--- src/rtl/parking_system_pkg.sv ---
// Shared definitions for the car-park gate controller: state encodings and
// 7-segment glyphs (segments {g,f,e,d,c,b,a}, active-low).
package parking_system_pkg;

   typedef logic [2:0] state_t;

   localparam state_t IDLE          = 3'd0;
   localparam state_t WAIT_PASSWORD = 3'd1;
   localparam state_t WRONG_PASS    = 3'd2;
   localparam state_t RIGHT_PASS    = 3'd3;
   localparam state_t STOP          = 3'd4;

   localparam logic [6:0] GLYPH_BLANK = 7'b1111111;
   localparam logic [6:0] GLYPH_E     = 7'b0000110;
   localparam logic [6:0] GLYPH_N     = 7'b0101011;
   localparam logic [6:0] GLYPH_G     = 7'b0000010;
   localparam logic [6:0] GLYPH_O     = 7'b1000000;
   localparam logic [6:0] GLYPH_S     = 7'b0010010;
   localparam logic [6:0] GLYPH_P     = 7'b0001100;

   // Width of a counter that must hold 0..max_val without wrapping.
   function automatic int count_width(input int max_val);
      return (max_val > 0) ? $clog2(max_val + 1) : 1;
   endfunction

endpackage

--- src/rtl/parking_hex_decoder.sv ---
// Combinational state-to-display decode for the two driver-facing 7-segment
// displays; unknown states show blank.
module parking_hex_decoder
   import parking_system_pkg::*;
(
   input  state_t     state,
   output logic [6:0] hex_1,
   output logic [6:0] hex_2
);

   always_comb begin
      hex_1 = GLYPH_BLANK;
      hex_2 = GLYPH_BLANK;
      case (state)
         WAIT_PASSWORD: begin
            hex_1 = GLYPH_E;
            hex_2 = GLYPH_N;
         end
         WRONG_PASS: begin
            hex_1 = GLYPH_E;
            hex_2 = GLYPH_E;
         end
         RIGHT_PASS: begin
            hex_1 = GLYPH_G;
            hex_2 = GLYPH_O;
         end
         STOP: begin
            hex_1 = GLYPH_S;
            hex_2 = GLYPH_P;
         end
         default: begin
            hex_1 = GLYPH_BLANK;
            hex_2 = GLYPH_BLANK;
         end
      endcase
   end

endmodule

--- src/rtl/parking_system.sv ---
// Single-entrance car-park gate controller: arrival detection, fixed settling
// wait, two-digit password check, tailgate blocking, LED and display drive.
module parking_system
   import parking_system_pkg::*;
#(
   parameter int         WAIT_CYCLES = 4,
   parameter logic [1:0] PASS_1      = 2'b01,
   parameter logic [1:0] PASS_2      = 2'b10
) (
   input  logic       clk,
   input  logic       reset_n,
   input  logic       sensor_entrance,
   input  logic       sensor_exit,
   input  logic [1:0] password_1,
   input  logic [1:0] password_2,
   output logic       GREEN_LED,
   output logic       RED_LED,
   output logic [6:0] HEX_1,
   output logic [6:0] HEX_2
);

   localparam int                CNT_W     = count_width(WAIT_CYCLES);
   localparam logic [CNT_W-1:0]  WAIT_LAST = CNT_W'(WAIT_CYCLES);

   state_t           state_q, state_d;
   logic [CNT_W-1:0] cnt_q, cnt_d;
   logic             green_q, green_d;
   logic             red_q, red_d;
   logic             pass_ok;

   assign pass_ok = (password_1 == PASS_1) && (password_2 == PASS_2);

   // Counter stops at WAIT_LAST and is zero outside WAIT_PASSWORD, so it never wraps.
   always_comb begin
      state_d = IDLE;
      cnt_d   = '0;
      case (state_q)
         IDLE: begin
            state_d = sensor_entrance ? WAIT_PASSWORD : IDLE;
         end
         WAIT_PASSWORD: begin
            if (cnt_q < WAIT_LAST) begin
               state_d = WAIT_PASSWORD;
               cnt_d   = cnt_q + CNT_W'(1);
            end else begin
               state_d = pass_ok ? RIGHT_PASS : WRONG_PASS;
            end
         end
         WRONG_PASS: begin
            state_d = pass_ok ? RIGHT_PASS : WRONG_PASS;
         end
         RIGHT_PASS: begin
            if (sensor_entrance && sensor_exit) begin
               state_d = STOP;
            end else if (sensor_exit) begin
               state_d = IDLE;
            end else begin
               state_d = RIGHT_PASS;
            end
         end
         STOP: begin
            state_d = pass_ok ? RIGHT_PASS : STOP;
         end
         default: begin
            state_d = IDLE;
         end
      endcase
   end

   // LEDs follow the state one edge late; blinking states invert the held value.
   always_comb begin
      green_d = 1'b0;
      red_d   = 1'b0;
      case (state_q)
         WAIT_PASSWORD: red_d   = 1'b1;
         WRONG_PASS:    red_d   = ~red_q;
         RIGHT_PASS:    green_d = ~green_q;
         STOP:          red_d   = ~red_q;
         default: begin
            green_d = 1'b0;
            red_d   = 1'b0;
         end
      endcase
   end

   always_ff @(posedge clk or negedge reset_n) begin
      if (!reset_n) begin
         state_q <= IDLE;
         cnt_q   <= '0;
         green_q <= 1'b0;
         red_q   <= 1'b0;
      end else begin
         state_q <= state_d;
         cnt_q   <= cnt_d;
         green_q <= green_d;
         red_q   <= red_d;
      end
   end

   assign GREEN_LED = green_q;
   assign RED_LED   = red_q;

   parking_hex_decoder u_hex (
      .state (state_q),
      .hex_1 (HEX_1),
      .hex_2 (HEX_2)
   );

endmodule

--- config.mk ---
export PLATFORM = sky130hd
export DESIGN_NAME = parking_system
export DESIGN_NICKNAME = d
export VERILOG_FILES = /design/src/rtl/parking_system_pkg.sv /design/src/rtl/parking_hex_decoder.sv /design/src/rtl/parking_system.sv
export SDC_FILE = /design/constraint.sdc
export NUM_CORES = 1
export LEC_CHECK = 0
export BUFFER_PORTS_ARGS = -buffer_cell sky130_fd_sc_hd__buf_2
export CORE_AREA = 3 3 42 44
export DETAILED_ROUTE_END_ITERATION = 6
export DIE_AREA = 0 0 45 47
export PLACE_DENSITY = 0.63
export SYNTH_ARGS = -nofsm -noshare
export SYNTH_HDL_FRONTEND = slang
export SYNTH_SLANG_ARGS = --single-unit
--- constraint.sdc ---
create_clock -name clk -period 2 [get_ports clk]
set_clock_uncertainty 0.05 [all_clocks]
set_input_delay 0.6 -clock clk [delete_from_list [all_inputs] [get_ports clk]]
set_output_delay 0.6 -clock clk [all_outputs]
set_load 0.005 [all_outputs]
; Word level (Yosys, flattened, before mapping)
; Index checks and enable logic that the tools add are counted.
[classes]
bitwise_logic = 2
addsub = 1
n_eq_ne = 6
n_reduce_logical = 5
muxes = 13
magnitude_cmp = 1
[ops]
columns = operator, n
row1 = 7-bit case mux with 4 select lines, 1
row2 = 7-bit case mux with 3 select lines, 1
row3 = 3-bit case mux with 5 select lines, 1
row4 = 3-bit two-way mux, 4
row5 = "3-bit by 2-bit equality test with 1-bit output, second input constant", 2
row6 = 2-bit two-way mux, 2
row7 = 2-bit OR reduction, 2
row8 = "3-bit by 1-bit adder with 3-bit output, second input constant", 1
row9 = "3-bit by 1-bit equality test with 1-bit output, second input constant", 1
row10 = "3-bit equality test, second input constant", 1
row11 = 3-bit logical NOT, 1
row12 = "3-bit < comparator, second input constant", 1
row13 = 1-bit two-way mux, 3
row14 = "2-bit by 1-bit equality test with 1-bit output, second input constant", 1
row15 = "2-bit equality test, second input constant", 1
row16 = 1-bit logical AND, 2
row17 = 1-bit inverter, 2
row18 = 1-bit case mux with 2 select lines, 1
[word_totals]
register_bits = 8
wordCells = 32
output_inout_bits = 16

; Longest topological paths before layout
; Gate-level depths: netlist (run 1).
[depth]
depth_word = 5
depth_mapped = 5
depth_no_buf = 3

; Hierarchy
; Synthesis (run 1) repeated with hierarchy kept, for this count alone.
[hier_totals]
hier_cells = 59
area_unflattened_um2 = 565.5
[modules_own_cells]
columns = module, cells_each, area_each_um2, instances
row1 = parking_system, 40, 432.9, 1
row2 = parking_hex_decoder, 19, 132.6, 1

; Least setup slack after synthesis (run 1)
; No wires, ideal clock.
[synth_path]
kind = register to output
startpoint = register state_q[0]
endpoint = output port HEX_1[3]
path_stages_with_launch = 5
t_required_ns = 1.350
arrival_time_ns = 1.196
setup_slack_ns = 0.154
path_buffers = 2
cell_sequence = dfrtp_1 buf_4 nor2_1 xor2_1 buf_4
[synth_via]
elab_chain_cells = 3
elab_cells_between_ends = 6
cone_classes = eq/ne (4) / mux (1) / reduce/logical (1)
[synth_lines]
columns = item, line
row1 = from (decl), parking_system.sv:25  ; state_t state_q, state_d;
row2 = from (signal assigned), parking_system.sv:93  ; state_q <= state_d;
row3 = 3-bit by 1-bit equality test with 1-bit output / 3-bit by 2-bit equality test with 1-bit output (equally long branches), parking_hex_decoder.sv:14  ; case (state)
row4 = 2-bit OR reduction (no source line), --
row5 = 7-bit case mux with 3 select lines (*), parking_hex_decoder.sv:14
row6 = to (decl), parking_system.sv:18  ; output logic [6:0] HEX_1,
; Mark *: on every way between the ends. The rest lies on a longest branch, timed or not.

; Worst setup path after layout (run 1)
[layout_path]
startpoint = register state_q[2]
endpoint = output port HEX_1[4]
; Same word-level chain as after synthesis.

==> results.py, run 1 <==
metrics = {
    "layout": {
        "final_common_cell": "buf_2",
        "drive_gt1_frac": 0.519,
        "final-seq-area_sq_um": 201,
        "fillCellCount": 146,
        "multiInputGateArea_sq_um": 288,
        "final_cell_mix": "buf_2 (22), dfrtp_1 (7), buf_4 (5), nand2_1 (4), a21oi_1 (4)",
        "nNetsFinal": 88,
        "final_cell_count_no_fill": 93,
        "synthToLayoutAreaGrowth_pct": 22.5,
        "n_antenna_cell": 0,
    },
    "power": {
        "ir_drop_mv": 0.553,
        "power_density_nw_per_um2": 1310,
        "p_sw_frac": 0.383,
        "power_frac_comb": 0.554,
        "p_sw_uw": 345,
        "p_total_uw": 900,
        "p_clk_frac": 0.132,
        "pwr-share-seq": 0.313,
        "leakage_uw": 0.000345,
        "p_int_uw": 555,
    },
    "logic_synthesis": {
        "synthesis.area_sq_um": 561,
        "ys_ff_latch": 8,
        "synth-main-ff-cell": "dfrtp_1",
        "ys_types": 31,
        "synth-async-reset-ratio": 1.00,
        "ys_warn_count": 0,
        "synth_edf_count": 0,
        "synthCells": 58,
        "synth.yosys.seq_area_share": 0.357,
        "syn-num-nets": 67,
        "syn_avg_cell_area_sq_um": 9.66,
    },
    "sta": {
        "finalCritPeriodShare": 0.956,
        "period_needed_ns": 1.91,
        "setup_viol": 0,
        "hold_viol": 0,
        "drv_slew": 0,
        "holdWs_ns": 0.132,
        "fmax_mhz": 523,
        "setup_tns_ns": 0,
        "setup_ws_ns": 0.0883,
    },
    "cts": {
        "clk_latency_ns": 0.25,
        "root_buffer": "clkbuf_4",
        "htreeDepth": 1,
        "cts_tree": "yes",
        "clock_sinks": 8,
        "path_clk_slew_ns": 0.05,
        "cts_max_path_buffers": 2,
        "numCtsBuffers": 3,
        "postCtsHoldBufs": 0,
    },
    "route": {
        "met2_length_um": 518,
        "drt_iter0_markers": 7,
        "met1Wirelength_um": 434,
        "top_layer": "met3",
        "vias": 447,
        "avgRoutedWirePerCell_um": 11.0,
        "antenna_left": 0,
        "via_per_inst": 4.81,
        "drc": 0,
        "first_pass_iters": 4,
        "met3_length_um": 73,
        "totalWireLength_um": 1030,
    },
    "die": {
        "die_h_um": 47,
        "coreArea_sq_um": 1470,
        "die_area_sq_um": 2120,
        "die_width_um": 45,
        "fp-row-count": 14,
        "initial_core_util": 0.381,
        "ioPinCount": 24,
    },
    "critical_path": {
        "crit_path_start": "state_q[2]$_DFF_PN0_",
        "crit_end": "HEX_1[4]",
        "path_class": "flip-flop to output pin",
        "worst-r2r-setup-slack_ns": 0.74,
        "r2r_end": "state_q[0]$_DFF_PN0_",
        "endpoint_kind": "output pin",
        "r2r-start": "state_q[0]$_DFF_PN0_",
        "crit_fanout": 7,
        "cp_data_required_time_ns": 1.35,
        "r2r_cells": 4,
        "crit_path_start_kind": "flip-flop",
        "cp.arrival_ns": 1.26,
    },
    "outcome": {
        "status": "complete, no violations",
    },
    "place": {
        "finalWeightedCongestion": 0.748,
        "portBuffers": 22,
        "dp.cells": 89,
        "dp_slack_ns": 0.241,
        "dpl.hpwl_um": 809,
    },
    "grt": {
        "grt_max_degree": 9,
        "grt_antenna_before_repair": 0,
        "grt_pass1_wl_um": 1370,
        "overflow": 0,
        "grt_pass1_vias": 344,
        "track_usage": 0.0933,
    },
    "hold_path": {
        "worstHoldPathType": "input port to asynchronous set/reset pin",
    },
    "run": {
        "drv_cap": 0,
    },
}
-- per-layer routing --
layer,vias to the layer above,GRT usage
met5,-,0
met4,0,0.0351
met3,0,0.0575
met2,14,0.138
met1,202,0.110
li1,231,-
-- registers in the layout, summed over array words and instances, names as in the netlist --
name,flops
RED_LED,1
GREEN_LED,1
cnt_q,3
state_q,3
-- worst min path at each step --
| stage | start | endpoint | depth (start not counted) |
|---|---|---|---|
| after floorplan | reset_n | GREEN_LED$_DFF_PN0_ | 0 |
| after global placement | GREEN_LED$_DFF_PN0_ | GREEN_LED$_DFF_PN0_ | 1 |
| after detailed placement | GREEN_LED$_DFF_PN0_ | GREEN_LED$_DFF_PN0_ | 1 |
| after CTS | reset_n | cnt_q[0]$_DFF_PN0_ | 1 |
| after global routing | reset_n | cnt_q[0]$_DFF_PN0_ | 1 |
| final | reset_n | cnt_q[0]$_DFF_PN0_ | 1 |
-- Yosys cell counts (2+ instances only) --
cell type / instances / area share
buf_4: 8 / 0.11
dfrtp_1: 8 / 0.36
a21oi_1: 4 / 0.036
nand2_1: 4 / 0.027
nor2_1: 3 / 0.020
and2_1: 2 / 0.022
buf_6: 2 / 0.040
inv_1: 2 / 0.013
nand2b_1: 2 / 0.022
nor3b_1: 2 / 0.027
-- cell families after synthesis --
logic type      count (synthesis)  synth area share
xor+xnor                        1            0.0156
mux                             1            0.0179
fa+ha+maj                       1            0.0223
compound gates                 11             0.143
buf+inv                        13             0.170
flops                           8             0.357
simple gates                   22             0.268
other cells                     1           0.00669
-- final cells by class --
class | instances | area share
clock buffer | 3 | 0.0328
tap | 16 | 0.0291
inverter | 2 | 0.0109
timing repair buffer | 27 | 0.215
multi-input combinational | 37 | 0.419
sequential | 8 | 0.293
-- through the flow --
stage                     utilization  cell area (sq um)
after floorplan                     -                561
after global placement          0.430                633
after detailed placement        0.430                633
after CTS                       0.447                658
after global routing            0.467                687
final                           0.467                687
-- power groups by stage --
stage	Sequential (uW)	Combinational [uW]	Clock, uW
finish	282	499	119
global route	290	557	134
CTS	271	486	127
detailed placement	271	481	0
global placement	270	479	0
floorplan	260	397	0
-- worst max-delay path, cell delays in order (launching register included) --
cell	delay (ns)
dfrtp_1	0.42
buf_4	0.18
or2_2	0.28
buf_2	0.13
-- repair_timing --
action,CTS,global route
endpoints found under the setup margin,5,10
pin swaps,1,1
resized for setup,1,5
buffers inserted,0,1
cloned,0,0
Power figures use the tool's default switching activity.
==> inputs of run 2 (changes only) <==
--- a/config.mk
+++ b/config.mk
@@ -5,7 +5,7 @@
 export SDC_FILE = /design/constraint.sdc
 export NUM_CORES = 1
 export LEC_CHECK = 0
-export BUFFER_PORTS_ARGS = -buffer_cell sky130_fd_sc_hd__buf_2
+export BUFFER_PORTS_ARGS = -buffer_cell sky130_fd_sc_hd__buf_4
 export CORE_AREA = 3 3 42 44
 export DETAILED_ROUTE_END_ITERATION = 6
 export DIE_AREA = 0 0 45 47
==> results.py, run 2 (synthesis results as in run 1) <==
metrics = {
    "critical_path": {
        "crit_path_start_kind": "flip-flop",
        "worst-r2r-setup-slack_ns": 0.69,
        "path_class": "flip-flop to output pin",
        "crit_fanout": 12,
        "cp.arrival_ns": 1.29,
        "cp_data_required_time_ns": 1.35,
        "endpoint_kind": "output pin",
    },
    "grt": {
        "overflow": 0,
        "busiest_layer": "met2",
        "grt_antenna_before_repair": 0,
        "grt_pass1_vias": 372,
        "use_met3": 0.0728,
        "grt_pass1_wl_um": 1570,
        "met1_usage": 0.138,
        "use_met2": 0.147,
        "track_usage": 0.108,
        "grt_max_degree": 14,
    },
    "cts": {
        "root_buffer": "clkbuf_4",
        "htreeDepth": 1,
        "clk_latency_ns": 0.26,
        "cts_max_path_buffers": 2,
        "numCtsBuffers": 3,
        "cts_tree": "yes",
        "clock_sinks": 8,
        "path_clk_slew_ns": 0.06,
    },
    "die": {
        "ioPinCount": 24,
        "fp-row-count": 14,
        "die_h_um": 47,
        "initial_core_util": 0.381,
        "die_area_sq_um": 2120,
        "coreArea_sq_um": 1470,
        "die_width_um": 45,
    },
    "power": {
        "p_int_uw": 629,
        "power_density_nw_per_um2": 1340,
        "p_clk_frac": 0.124,
        "ir_drop_mv": 0.851,
        "p_sw_frac": 0.360,
        "p_total_uw": 981,
        "p_sw_uw": 353,
        "power_frac_comb": 0.607,
        "leakage_uw": 0.000359,
        "pwr-share-seq": 0.269,
    },
    "sta": {
        "finalCritPeriodShare": 0.970,
        "fmax_mhz": 515,
        "drv_slew": 0,
        "hold_viol": 0,
        "setup_viol": 0,
        "rsz0062_at_grt": "yes",
        "period_needed_ns": 1.94,
        "holdWs_ns": 0.0940,
    },
    "layout": {
        "final-seq-area_sq_um": 201,
        "top_regs": "cnt_q (3), state_q (3)",
        "nNetsFinal": 87,
        "n_antenna_cell": 0,
        "synthToLayoutAreaGrowth_pct": 30.8,
        "final_cell_count_no_fill": 92,
        "final_common_cell": "buf_4",
        "fillCellCount": 144,
        "final_util": 0.498,
        "final_cell_mix": "buf_4 (24), dfrtp_1 (7), nand2_1 (4), a21oi_1 (3), clkbuf_4 (3)",
        "multiInputGateArea_sq_um": 279,
        "design_area_sq_um": 733,
        "drive_gt1_frac": 0.513,
    },
    "hold_path": {
        "worstHoldPathType": "input port to asynchronous set/reset pin",
    },
    "route": {
        "drt_iter0_markers": 4,
        "via_per_inst": 4.85,
        "avgRoutedWirePerCell_um": 11.1,
        "drc": 0,
        "antenna_left": 0,
        "vias": 446,
        "first_pass_iters": 4,
        "totalWireLength_um": 1020,
    },
    "place": {
        "post_dp_cell_area_sq_um": 681,
        "dp.cells": 88,
        "dpl.hpwl_um": 835,
        "finalWeightedCongestion": 0.668,
        "portBuffers": 22,
    },
    "run": {
        "drv_cap": 0,
    },
    "outcome": {
        "status": "complete, no violations",
    },
}
run 2: timing repair:
action	4_1_cts	5_1_grt
gates cloned	0	0
resized for setup	2	4
pin swaps	0	1
setup endpoints to repair	7	10
hold buffers	0	0
setup buffers	0	1
run 2: path summary, 6_finish.rpt:
check	from	end	cells past startpoint
worst max-delay path	state_q[0]$_DFF_PN0_	HEX_2[6]	5
worst min-delay path	reset_n	cnt_q[0]$_DFF_PN0_	1
worst max register to register	state_q[2]$_DFF_PN0_	cnt_q[1]$_DFF_PN0_	4
worst min register to register	GREEN_LED$_DFF_PN0_	GREEN_LED$_DFF_PN0_	1
max in group asynchronous	reset_n	state_q[2]$_DFF_PN0_	1
min in group clk	GREEN_LED$_DFF_PN0_	GREEN_LED$_DFF_PN0_	1
run 2: critical path: stages (launching register included):
cell	delay, ns
dfrtp_1	0.39
buf_6	0.15
nand2b_1	0.16
a21oi_1	0.15
a21oi_1	0.05
buf_4	0.13
run 2: layer usage:
metal	vias to the layer above	part of all wire
met5	-	0
met4	0	0.0078
met3	2	0.095
met2	17	0.46
met1	203	0.44
li1	224	-
run 2: layout make-up:
class	instances	share of cell area
inverter	2	0.0102
tap	16	0.0273
multi-input combinational	37	0.381
clock buffer	3	0.0307
timing repair buffer	26	0.276
sequential	8	0.275
run 2: metrics by stage:
step                      setup slack, ns  setup TNS [ns]
final                              0.0593               0
after floorplan                     0.154               0
after detailed placement            0.250               0
after global routing             -0.00903         -0.0219
after CTS                          0.0171               0
after global placement              0.263               0
run 2: power by group through the flow:
stage	registers [uW]	clock network (uW)	logic, uW
finish	264	121	596
global route	271	137	670
CTS	258	126	592
detailed placement	261	0	582
global placement	258	0	578
floorplan	260	0	397
==> inputs of run 3 (changes only) <==
--- a/config.mk
+++ b/config.mk
@@ -9,7 +9,7 @@
 export CORE_AREA = 3 3 42 44
 export DETAILED_ROUTE_END_ITERATION = 6
 export DIE_AREA = 0 0 45 47
-export PLACE_DENSITY = 0.63
+export PLACE_DENSITY = 0.65
 export SYNTH_ARGS = -nofsm -noshare
 export SYNTH_HDL_FRONTEND = slang
 export SYNTH_SLANG_ARGS = --single-unit
==> constraint.sdc (replaced) <==
create_clock -name clk -period 1.64 [get_ports clk]
set_clock_uncertainty 0.05 [all_clocks]
set_input_delay 0.246 -clock clk [delete_from_list [all_inputs] [get_ports clk]]
set_output_delay 0.246 -clock clk [all_outputs]
set_load 0.005 [all_outputs]
==> results.py, run 3 (synthesis results as in run 1) <==
metrics = {
    "critical_path": {
        "crit_path_start_kind": "flip-flop",
        "path_class": "flip-flop to output pin",
        "crit_fanout": 6,
        "critical_path.slowest_cell": "dfrtp_2",
        "endpoint_kind": "output pin",
        "cp.arrival_ns": 1.29,
        "max_stage_delay_ns": 0.44,
        "cp_data_required_time_ns": 1.34,
        "critical-path-top-delay-family": "flip-flops",
        "crit_buf_inv": 1,
        "crit_chain": "nor2_2 > xor2_2 > buf_4",
    },
    "layout": {
        "final_common_cell": "buf_4",
        "design_area_sq_um": 785,
        "fillCellCount": 133,
        "nNetsFinal": 93,
        "final-seq-area_sq_um": 203,
        "final_cell_mix": "buf_4 (29), dfrtp_1 (6), nand2_1 (4), a21oi_1 (3), clkbuf_4 (3)",
        "drive_gt1_frac": 0.561,
        "multiInputGateArea_sq_um": 282,
        "final_util": 0.533,
        "n_antenna_cell": 0,
        "synthToLayoutAreaGrowth_pct": 40.0,
        "top_regs": "cnt_q (3), state_q (3)",
    },
    "die": {
        "die_width_um": 45,
        "die_area_sq_um": 2120,
        "coreArea_sq_um": 1470,
        "die_h_um": 47,
        "initial_core_util": 0.381,
        "ioPinCount": 24,
        "fp-row-count": 14,
    },
    "power": {
        "p_clk_frac": 0.117,
        "power_density_nw_per_um2": 1630,
        "p_sw_uw": 459,
        "power_frac_comb": 0.622,
        "ir_drop_mv": 0.868,
        "p_sw_frac": 0.359,
        "leakage_uw": 0.000389,
        "pwr-share-seq": 0.261,
        "p_int_uw": 817,
    },
    "route": {
        "antenna_left": 0,
        "first_pass_iters": 3,
        "via_per_inst": 4.78,
        "totalWireLength_um": 1250,
        "drt_iter0_markers": 9,
        "avgRoutedWirePerCell_um": 12.8,
        "drc": 0,
        "vias": 468,
    },
    "grt": {
        "overflow": 0,
        "grt_max_degree": 12,
        "grt_pass1_vias": 434,
        "track_usage": 0.129,
        "grt_pass1_wl_um": 1930,
        "grt_antenna_before_repair": 0,
    },
    "cts": {
        "root_buffer": "clkbuf_4",
        "htreeDepth": 1,
        "numCtsBuffers": 3,
        "clock_sinks": 8,
        "cts_max_path_buffers": 2,
        "path_clk_slew_ns": 0.05,
        "clk_latency_ns": 0.25,
        "cts_tree": "yes",
    },
    "hold_path": {
        "worstHoldPathType": "input port to flip-flop",
    },
    "sta": {
        "finalCritPeriodShare": 0.969,
        "holdWs_ns": 0.230,
        "rsz0062_at_grt": "yes",
        "period_needed_ns": 1.59,
        "setup_tns_ns": 0,
        "fmax_mhz": 629,
        "hold_viol": 0,
        "setup_viol": 0,
        "drv_slew": 0,
    },
    "place": {
        "post_dp_cell_area_sq_um": 688,
        "dpl.hpwl_um": 869,
        "portBuffers": 22,
        "finalWeightedCongestion": 0.790,
    },
    "outcome": {
        "status": "complete, no violations",
    },
    "run": {
        "drv_cap": 0,
    },
}
-- run 3: cell count changes in the layout (fill, tap and decap cells not counted), sizes merged --
cell | previous run | this run
dlygate4sd3 | 0 | 1
buf | 26 | 31
-- run 3: routing by layer --
layer  vias to the layer above  GRT usage  routed length (um)
li1                        237          -                   -
met1                       221      0.150                 516
met2                        10      0.215                 671
met3                         0     0.0345                  63
met4                         0     0.0760                   0
met5                         -          0                   0
-- run 3: final timing paths --
check | slack, ns | cells past startpoint | endpoint | from
max in group asynchronous | 1.06 | 2 | state_q[0]$_DFF_PN0_ | reset_n
worst max register to register | 0.31 | 5 | state_q[0]$_DFF_PN0_ | state_q[0]$_DFF_PN0_
min in group asynchronous | 0.35 | 2 | cnt_q[0]$_DFF_PN0_ | reset_n
worst min-delay path | 0.23 | 3 | state_q[2]$_DFF_PN0_ | sensor_entrance
worst max-delay path | 0.05 | 3 | HEX_1[0] | state_q[0]$_DFF_PN0_
worst min register to register | 0.38 | 1 | GREEN_LED$_DFF_PN0_ | GREEN_LED$_DFF_PN0_
-- run 3: tightest hold or removal path, stage by stage --
cell and delay [ns]:
buf_4 0.11, nand3_1 0.07, o22ai_1 0.06
-- run 3: metrics by stage --
step                      setup WS (ns)  power [uW]  cells
after floorplan                   0.148         801     58
after global placement            0.231        1040     89
after detailed placement          0.197        1050     89
after CTS                      -0.00238        1230     95
after global routing            -0.0340        1390     98
final                            0.0510        1280     98
-- run 3: power groups by stage --
stage                     registers [uW]  clock network (uW)  logic, uW
after CTS                            325                 159        750
after global placement               326                   0        711
after global routing                 343                 169        881
after floorplan                      317                   0        484
after detailed placement             328                   0        718
final                                333                 149        794
-- run 3: area by class of cell --
type / instances / share of cell area
Inverter: 2 / 0.00957
Timing Repair Buffer: 32 / 0.319
Clock buffer: 3 / 0.0287
Multi-Input combinational cell: 37 / 0.359
Sequential cell: 8 / 0.258
Tap cell: 16 / 0.0255
-- run 3: what timing repair did --
action | CTS | global route
pin swaps | 1 | 1
gates resized for setup | 3 | 5
setup endpoints to repair | 9 | 10
setup buffers | 2 | 3
hold buffers | 1 | 0
endpoints found under the hold margin | 8 | 0
